<file path="config.mk">
export PLATFORM = sky130hd
export DESIGN_NAME = fft_sink_framer
export DESIGN_NICKNAME = d
export VERILOG_FILES = /design/src/rtl/fft_sink_framer_pkg.sv /design/src/rtl/fft_sink_skid_fifo.sv /design/src/rtl/fft_sink_framer.sv
export SDC_FILE = /design/constraint.sdc
export NUM_CORES = 1
export LEC_CHECK = 0
export BUFFER_PORTS_ARGS = -buffer_cell sky130_fd_sc_hd__buf_2
export CAP_MARGIN = 0
export CORE_ASPECT_RATIO = 1.75
export CORE_UTILIZATION = 54
export CTS_CLUSTER_DIAMETER = 80
export DETAILED_ROUTE_END_ITERATION = 7
export PLACE_DENSITY = 0.82
export SYNTH_ARGS = -nofsm -noshare
export SYNTH_HDL_FRONTEND = slang
export SYNTH_HIERARCHICAL = 1
export SYNTH_SLANG_ARGS = --single-unit
export TNS_END_PERCENT = 50
</file>
<file path="constraint.sdc">
create_clock -name clk -period 6.77 [get_ports clk]
set_input_delay 0.677 -clock clk [delete_from_list [all_inputs] [get_ports clk]]
set_output_delay 0.677 -clock clk [all_outputs]
set_load 0.02 [all_outputs]
</file>
<file path="src/rtl/fft_sink_framer_pkg.sv">
`default_nettype none
// +----------------------------------------------------------------------------+
// | Module   : fft_sink_framer_pkg                                             |
// | Purpose  : Shared types and helpers for the FFT sink framer.               |
// | Revision : 1.0 - initial release                                           |
// +----------------------------------------------------------------------------+
package fft_sink_framer_pkg;

    localparam int SKID_DEPTH = 2;
    localparam int COMP_W     = 32;

    typedef enum logic [1:0] {
        IDLE   = 2'd0,
        STREAM = 2'd1,
        DRAIN  = 2'd2
    } t_framer_state;

    typedef struct packed {
        logic [COMP_W-1:0] re;
        logic [COMP_W-1:0] im;
    } t_sample;

    // Buffer words carry the real part in the upper half.
    function automatic t_sample split_sample(input logic [2*COMP_W-1:0] word);
        t_sample s;
        s.re = word[2*COMP_W-1:COMP_W];
        s.im = word[COMP_W-1:0];
        return s;
    endfunction

endpackage
`default_nettype wire

</file>
<file path="src/rtl/fft_sink_skid_fifo.sv">
`default_nettype none
// +----------------------------------------------------------------------------+
// | Module   : fft_sink_skid_fifo                                              |
// | Purpose  : 2-entry, 64-bit skid FIFO with occupancy and synchronous flush. |
// | Revision : 1.0 - initial release                                           |
// +----------------------------------------------------------------------------+
module fft_sink_skid_fifo
    import fft_sink_framer_pkg::*;
(
    input  logic        clk,
    input  logic        reset,
    input  logic        flush,
    input  logic        push,
    input  logic [63:0] push_data,
    input  logic        pop,
    output logic [63:0] head,
    output logic [1:0]  occupancy
);

    logic [63:0] r_mem [SKID_DEPTH];
    logic        r_wr_ptr;
    logic        r_rd_ptr;
    logic [1:0]  r_count;

    always_ff @(posedge clk or posedge reset) begin
        if (reset) begin
            for (int i = 0; i < SKID_DEPTH; i++) begin
                r_mem[i] <= '0;
            end
            r_wr_ptr <= 1'b0;
            r_rd_ptr <= 1'b0;
            r_count  <= 2'd0;
        end else if (flush) begin
            r_wr_ptr <= 1'b0;
            r_rd_ptr <= 1'b0;
            r_count  <= 2'd0;
        end else begin
            if (push) begin
                r_mem[r_wr_ptr] <= push_data;
                r_wr_ptr        <= ~r_wr_ptr;
            end
            if (pop) begin
                r_rd_ptr <= ~r_rd_ptr;
            end
            r_count <= r_count + 2'(push) - 2'(pop);
        end
    end

    assign head      = r_mem[r_rd_ptr];
    assign occupancy = r_count;

endmodule
`default_nettype wire

</file>
<file path="src/rtl/fft_sink_framer.sv">
`default_nettype none
// +----------------------------------------------------------------------------+
// | Module   : fft_sink_framer                                                 |
// | Purpose  : Frames read-buffer samples into Avalon-ST FFT sink packets.     |
// |            Optional starvation timeout: FFT_SINK_FRAMER_TIMEOUT_EN.        |
// | Revision : 1.0 - initial release                                           |
// +----------------------------------------------------------------------------+
module fft_sink_framer
    import fft_sink_framer_pkg::*;
#(
    parameter int FFTPTS_W       = 11,
    parameter int SAMPLE_W       = 32,
    parameter int TIMEOUT_CYCLES = 1024
) (
    input  logic                clk,
    input  logic                reset,
    input  logic                run,
    input  logic [63:0]         data_length,
    input  logic [FFTPTS_W-1:0] fft_pts,
    input  logic                inverse_in,
    output logic                done,
    output logic                busy,
    output logic                timeout_err,
    input  logic [63:0]         buf_data,
    input  logic                buf_empty,
    output logic                buf_rd_enable,
    output logic                sink_valid,
    input  logic                sink_ready,
    output logic                sink_sop,
    output logic                sink_eop,
    output logic [1:0]          sink_error,
    output logic [SAMPLE_W-1:0] sink_real,
    output logic [SAMPLE_W-1:0] sink_imag,
    output logic [FFTPTS_W-1:0] fftpts_in,
    output logic                inverse
);

    t_framer_state       r_state;
    logic [63:0]         r_len;
    logic [63:0]         r_rd_cnt;
    logic [63:0]         r_sent_cnt;
    logic [FFTPTS_W-1:0] r_pts;
    logic [FFTPTS_W-1:0] r_pt_cnt;
    logic                r_inverse;
    logic                r_inflight;
    logic                r_done;

    logic [63:0] w_head;
    logic [1:0]  w_occ;
    logic [2:0]  w_credit;
    logic        w_accept;
    logic        w_pop;
    logic        w_start;
    logic        w_last;
    logic        w_timeout;
    t_sample     w_smp;

    assign w_accept = sink_valid && sink_ready;
    assign w_start  = (r_state == IDLE) && run && !r_done;
    assign w_last   = w_accept && (r_sent_cnt == r_len - 64'd1);

    // Slots still claimed after this cycle: lets a full-rate stream refill the
    // slot that the sink frees in the same cycle without ever overrunning.
    assign w_credit = {1'b0, w_occ} + {2'b0, r_inflight} - {2'b0, w_accept};
    assign w_pop    = (r_state == STREAM) && !buf_empty && (r_rd_cnt < r_len)
                      && (w_credit < 3'd2);

    fft_sink_skid_fifo u_skid (
        .clk       (clk),
        .reset     (reset),
        .flush     (w_timeout),
        .push      (r_inflight),
        .push_data (buf_data),
        .pop       (w_accept),
        .head      (w_head),
        .occupancy (w_occ)
    );

    assign w_smp         = split_sample(w_head);
    assign sink_valid    = (w_occ != 2'd0);
    assign sink_sop      = sink_valid && (r_pt_cnt == '0);
    assign sink_eop      = sink_valid && ((r_pt_cnt == r_pts - FFTPTS_W'(1))
                                          || (r_sent_cnt == r_len - 64'd1));
    assign sink_error    = 2'b00;
    assign sink_real     = w_smp.re;
    assign sink_imag     = w_smp.im;
    assign buf_rd_enable = w_pop;
    assign busy          = (r_state != IDLE);
    assign done          = r_done;
    assign fftpts_in     = r_pts;
    assign inverse       = r_inverse;

    always_ff @(posedge clk or posedge reset) begin
        if (reset) begin
            r_state    <= IDLE;
            r_len      <= '0;
            r_pts      <= '0;
            r_inverse  <= 1'b0;
            r_rd_cnt   <= '0;
            r_sent_cnt <= '0;
            r_pt_cnt   <= '0;
            r_inflight <= 1'b0;
            r_done     <= 1'b0;
        end else begin
            r_done     <= 1'b0;
            r_inflight <= w_pop;
            if (w_pop) begin
                r_rd_cnt <= r_rd_cnt + 64'd1;
            end
            if (w_accept) begin
                r_sent_cnt <= r_sent_cnt + 64'd1;
                r_pt_cnt   <= sink_eop ? '0 : r_pt_cnt + FFTPTS_W'(1);
            end
            case (r_state)
                IDLE: begin
                    if (w_start) begin
                        r_len      <= data_length;
                        r_pts      <= fft_pts;
                        r_inverse  <= inverse_in;
                        r_rd_cnt   <= '0;
                        r_sent_cnt <= '0;
                        r_pt_cnt   <= '0;
                        if (data_length == 64'd0 || fft_pts == '0) begin
                            r_done <= 1'b1;
                        end else begin
                            r_state <= STREAM;
                        end
                    end
                end
                STREAM, DRAIN: begin
                    if (w_timeout) begin
                        r_state  <= IDLE;
                        r_done   <= 1'b1;
                        r_pt_cnt <= '0;
                    end else if (w_last) begin
                        r_state <= IDLE;
                        r_done  <= 1'b1;
                    end else if (r_state == STREAM && r_rd_cnt == r_len) begin
                        r_state <= DRAIN;
                    end
                end
                default: r_state <= IDLE;
            endcase
        end
    end

`ifdef FFT_SINK_FRAMER_TIMEOUT_EN
    localparam int TO_W = $clog2(TIMEOUT_CYCLES + 1);

    logic [TO_W-1:0] r_starve;
    logic            r_timeout_err;
    logic            w_starving;

    assign w_starving = busy && (r_pt_cnt != '0) && (w_occ == 2'd0) && buf_empty;
    assign w_timeout  = w_starving && (r_starve == TO_W'(TIMEOUT_CYCLES - 1));

    always_ff @(posedge clk or posedge reset) begin
        if (reset) begin
            r_starve      <= '0;
            r_timeout_err <= 1'b0;
        end else begin
            if (!w_starving || w_accept || w_pop || w_timeout) begin
                r_starve <= '0;
            end else begin
                r_starve <= r_starve + TO_W'(1);
            end
            if (w_start) begin
                r_timeout_err <= 1'b0;
            end else if (w_timeout) begin
                r_timeout_err <= 1'b1;
            end
        end
    end

    assign timeout_err = r_timeout_err;
`else
    logic w_unused_timeout_cfg;

    assign w_unused_timeout_cfg = (TIMEOUT_CYCLES == 0);
    assign w_timeout            = 1'b0;
    assign timeout_err          = 1'b0;
`endif

endmodule
`default_nettype wire

</file>
After elaboration in Yosys (flattened, before gate mapping)
Index checks and enable logic that the tools add are counted.
- bits in registers: 351
- logic and storage cells: 89
- input port bits: 145
- add/sub/neg operators: 9
- order comparisons: 5
- bitwise gates (word level): 4
- reductions and logical operators: 24
- muxes and demuxes: 25
- eq/ne operators: 8
- operators with widths (kind ; number):
    2-to-1 mux 64 bit ; 10
    adder 64 x 1 -> 64 bit, second input constant ; 2
    bitwise mux 128 bit ; 1
    equality test 64 bit ; 2
    demux 64 bit (select 1 bit) ; 1
    logical NOT 64 bit ; 1
    less-than comparator 64 bit ; 1
    subtractor 64 x 1 -> 64 bit, second input constant ; 1
    2-to-1 mux 11 bit ; 4
    logical NOT 11 bit ; 2
    adder 11 x 1 -> 11 bit, second input constant ; 1
    equality test 11 bit ; 1
    logical AND 1 bit ; 11
    subtractor 11 x 1 -> 11 bit, second input constant ; 1
    2-to-1 mux 2 bit ; 4
    >= comparator 2 bit, second input constant ; 2
    != test 2 bit, second input constant ; 2
    inverter 1 -> 2 bit ; 2
    case mux 2 bit (2 select lines) ; 1
    nonzero test 2 bit ; 2
    adder 2 x 1 -> 3 bit ; 1
    less-than comparator 3 x 2 -> 1 bit, second input constant ; 1
    2-to-1 mux 1 bit ; 3
    != test 3 bit, second input constant ; 1
    14 further kinds ; 17

Longest topological paths before layout
- word-level depth: 8
- depth in mapped cells: 17
- mapped depth without buffers: 14

Hierarchy
The synthesis kept the hierarchy.
- by module, submodules not included (module ; area each (um^2) ; cells each ; sequential area each (um^2) ; instances):
    fft_sink_framer ; 14337.5 ; 1659 ; 5480.3 ; 1
    fft_sink_skid_fifo ; 6052.1 ; 359 ; 3303.2 ; 1

Worst setup path before layout
Ideal clock, no wire load.
- kind: input-to-output
- from: in sink_ready
- to: out buf_rd_enable
- required time: 6.093 ns
- buffers on the path: 1
- path slack: 2.522 ns
- stages on the path: 12
- data arrival time: 3.571 ns
- path through: o21ai_1 > inv_1 > clkbuf_1 > ha_1 > nand2b_1 > fa_1 > nand2_1 > nor3_1 > o2111ai_1 > a21oi_1 > o21ai_0 > nor3_1
- longest elaborated chain between the ends: 4
- ends and longest elaborated chain (element ; RTL line ; source):
    from (decl) ; fft_sink_framer.sv:28 ; input logic sink_ready,
    logical AND 1 bit ; fft_sink_framer.sv:58 ; assign w_accept = sink_valid && sink_ready;
    named net w_accept ; fft_sink_framer.sv:51 ; logic w_accept;
    subtractor 3 x 1 -> 3 bit ; fft_sink_framer.sv:64 ; assign w_credit = {1'b0, w_occ} + {2'b0, r_inflight} - {2'b0, w_accept};
    less-than comparator 3 x 2 -> 1 bit ; fft_sink_framer.sv:66 ; && (w_credit < 3'd2);
    logical AND 1 bit ; fft_sink_framer.sv:66 ;
    to (decl) ; fft_sink_framer.sv:26 ; output logic buf_rd_enable,
The timed path passes the listed nets, and every way through them passes these cells.

Worst setup path in the final report
- from: reg u_skid.r_count[1] (netlist: u_skid/occupancy[1])
- to: out buf_rd_enable
- longest elaborated chain between the ends: 5
- ends and longest elaborated chain (element ; RTL line ; source):
    from (decl) ; fft_sink_skid_fifo.sv:23 ; logic [1:0] r_count;
    from (signal assigned) ; fft_sink_skid_fifo.sv:45 ; r_count <= r_count + 2'(push) - 2'(pop);
    branches (longest 2 deep; another with adder 2 x 1 -> 3 bit) ; n/a ;
    subtractor 3 x 1 -> 3 bit * ; fft_sink_framer.sv:64 ;
    less-than comparator 3 x 2 -> 1 bit * ; fft_sink_framer.sv:66 ;
    logical AND 1 bit * ; fft_sink_framer.sv:66 ;
Mark *: on every way between the ends.

==> flow_summary_export.csv <==
group,metric,value,unit
yosys,synthCells,2018,
route,drtPass1Iterations,6,
worst_setup_path,crit_required,6090,ps
run_status,status,"finished, final reports clean",
clocking,cts_max_path_buffers,3,
die,die_y,259,um
worst_setup_path,worst_setup_path_start_kind,"flop",
die,placeableCoreArea,37000,um2
final_layout,nFillCells,3050,
worst_setup_path,crit_family,"compound AO/OA/AOI/OAI gates",
worst_setup_path,worst-r2r-setup-slack,1680,ps
clocking,cts_tree,"done",
timing,worstMarginPinSlew,1210,ps
worst_setup_path,cp_common_cell,"nor3_1",
final_layout,area_growth,12.8,%
route,ant_nets,0,
grt,grt_pass1_wl,86.2,mm
route,via_per_inst,5.95,
placed_design,hpwl,40.9,mm
pwr,total_power,8.80,mW
route,wl_per_cell,20.1,um
die,die_x,149,um
yosys,synth_edf_count,0,
clocking,root_buffer,"clkbuf_16",
timing,finalHoldViolCount,0,
worst_setup_path,cp_num_buf_inv,2,
flow_run,cap_violations,0,
grt,overflow,0,
worst_setup_path,crit_slowest_cell,"o21ai_1",
yosys,yosysMostFrequentCell,"dfrtp_1",
timing,setup_viol,0,
timing,tns,0,ps
worst_setup_path,cp.depth,12,
route,drc,0,
clocking,path_clk_slew,70,ps
pwr,powerDensity,383,nW/um2
clocking,numCtsBuffers,36,
worst_setup_path,reg2reg_depth,14,
grt,grt_start_max_net_pins,275,
die,ios,230,
yosys,syn-cell-area,20400,um2
timing,drv_slew,0,
die,rows,93,
yosys,ys.warnings.count,6,
placed_design,port_buffers,226,
min_path,hp-class,"primary input to asynchronous set/reset pin",
timing,fin_skew,21.8,ps
worst_setup_path,path_class,"flop to output pin",
worst_setup_path,cp-end-kind,"output pin",
grt,grt_use_total,28.4,%
yosys,synth_commonest_cells,"dfrtp_1, nand2_1, nor2_1",
yosys,synth_top_flop_cell,"dfrtp_1",
clocking,cts_hold_buf,0,
clocking,postCtsSetupBuffers,0,
timing,rsz0062_at_grt,"false",
clocking,cts_sinks,351,
timing,fin_crit_sh,81.0,%
final_layout,layout.nets,2445,
clocking,ctsResizeCount,0,
worst_setup_path,crit_fanout,7,
yosys,synthTopCellsByArea,"dfrtp_1, mux2_2, xor2_1",
placed_design,gp_congestion,1.06,
clocking,h-tree-depth,2,
timing,slew_headroom,19.1,%
worst_setup_path,max_stage_delay,680,ps
grt,grt_pass1_vias,16652,
route,wl,54.6,mm
yosys,synth_top_cell_area_share,43.1,%
yosys,yosysSeqAreaShare,43.1,%
yosys,ys_ff_latch,351,
yosys,async_flop_share,100,%
timing,max_freq,0.182,GHz
final_layout,layout-drive-gt1-share,22.7,%
pwr,ir_worst_vdd,0.231,mV
yosys,synth_cell_types,76,
yosys,synth_top_area_cell,"dfrtp_1",
die,start_util,55.1,%
timing,period_needed,5480,ps
route,drt_iter0_drc,896,
die,die_area,38600,um2
worst_setup_path,crit_chain,"o21ai_1 -> inv_1 -> ha_1 -> nand2b_1 -> fa_1 -> nand2_1 -> nor3_1 -> o2111ai_1 -> a21oi_1 -> o21ai_0 -> nor3_1 -> buf_2",
pwr,leakage,10.8,nW
route,via_count,16188,
grt,antenna_found_initial,0,
worst_setup_path,crit_arrival,4810,ps
yosys,syn_avg_cell_area,10.1,um2
clocking,clkLatencyLatePin,540,ps
## layer usage
layer	vias up	GRT usage [%]	wire length, um
li1	7471	-	-
met1	7953	30.9	20200
met2	597	51.3	28100
met3	167	3.51	2670
met4	0	18.4	3700
met5	-	0	0
## where the power goes
group	switching (mW)	internal, mW
combinational	2.07	1.47
sequential	0.560	2.65
clock	0.837	1.22
total	3.46	5.34
## logic make-up (layout without fill, tap and decap cells)
| family | count (synthesis) | in the layout | synth area share, % |
|---|---|---|---|
| AOI/OAI and AO/OA | 233 | 233 | 6.83 |
| xor gates and xnor gates | 237 | 237 | 10.2 |
| adders and majority gates | 78 | 78 | 4.82 |
| buffers and inverters | 178 | 395 | 4.19 |
| DFF | 351 | 351 | 43.1 |
| muxes | 196 | 196 | 11.9 |
| other | 1 | 10 | 0.0184 |
| and+or+nand+nor | 744 | 744 | 18.9 |
## layout make-up
| cell class | instances | area, um2 | area share [%] |
|---|---|---|---|
| Multi-Input combinational cell | 1497 | 10800 | 47.0 |
| Sequential cell | 351 | 8780 | 38.2 |
| Timing Repair Buffer | 239 | 1250 | 5.45 |
| Clock buffer | 49 | 1030 | 4.48 |
| Tap cell | 475 | 594 | 2.58 |
| Inverter | 97 | 374 | 1.63 |
| Clock inverter | 10 | 158 | 0.685 |
| Antenna cell | 1 | 2.50 | 0.0109 |
## cell usage in the layout (no fill, tap or decap), types with 5 or more instances in the layout
cell,count
and4_1,13
o21ai_0,103
nor2b_1,7
xnor2_1,112
mux2_1,6
buf_4,11
o211ai_1,6
nor4_2,8
nand2_1,180
nand4_1,77
xor2_1,124
buf_2,226
and2_1,12
clkbuf_1,6
and3_1,29
mux2_2,128
conb_1,9
or3_1,13
nor4_1,53
dfrtp_1,350
a21oi_1,46
or4_1,11
ha_1,77
nor2_1,176
nand2b_1,9
a21o_1,29
nor3_1,37
nor4b_1,6
mux2_4,60
inv_1,95
clkbuf_8,6
nand3_1,79
nand4b_1,6
o31ai_1,5
a31oi_1,13
clkbuf_16,37
## path summary, 6_finish.rpt
path,start,to
setup / recovery,u_skid/occupancy[1],buf_rd_enable
hold / removal,reset,r_sent_cnt[15]
setup reg to reg,u_skid/occupancy[1],r_rd_cnt[60]
hold reg to reg,inverse,inverse
max in group asynchronous,reset,u_skid/r_mem[91]
min in group clk,inverse_in,inverse
## registers in the layout, indices dropped and copies added (netlist names)
| signal | flops |
|---|---|
| r_inflight | 1 |
| r_state | 2 |
| u_skid/r_wr_ptr | 1 |
| r_pt_cnt | 11 |
| inverse | 1 |
| fftpts_in | 11 |
| done | 1 |
| u_skid/r_mem | 128 |
| r_len | 64 |
| u_skid/occupancy | 2 |
| u_skid/r_rd_ptr | 1 |
| r_sent_cnt | 64 |
| r_rd_cnt | 64 |
## metrics by stage
| stage | hold slack, ps | setup slack [ps] | util, % | instance area, um2 | instances |
|---|---|---|---|---|---|
| 2_1_floorplan | 454 | 100 | - | 20400 | 2026 |
| 3_3_place_gp | 455 | 1790 | 59.0 | 21800 | 2659 |
| 3_5_place_dp | 465 | 1690 | 59.0 | 21800 | 2659 |
| 4_1_cts | 312 | 1270 | 62.2 | 23000 | 2718 |
| 5_1_grt | 346 | 1150 | 62.2 | 23000 | 2718 |
| 6_report | 265 | 1290 | 62.2 | 23000 | 2719 |
Note: power is estimated with default switching activity, not from simulation.
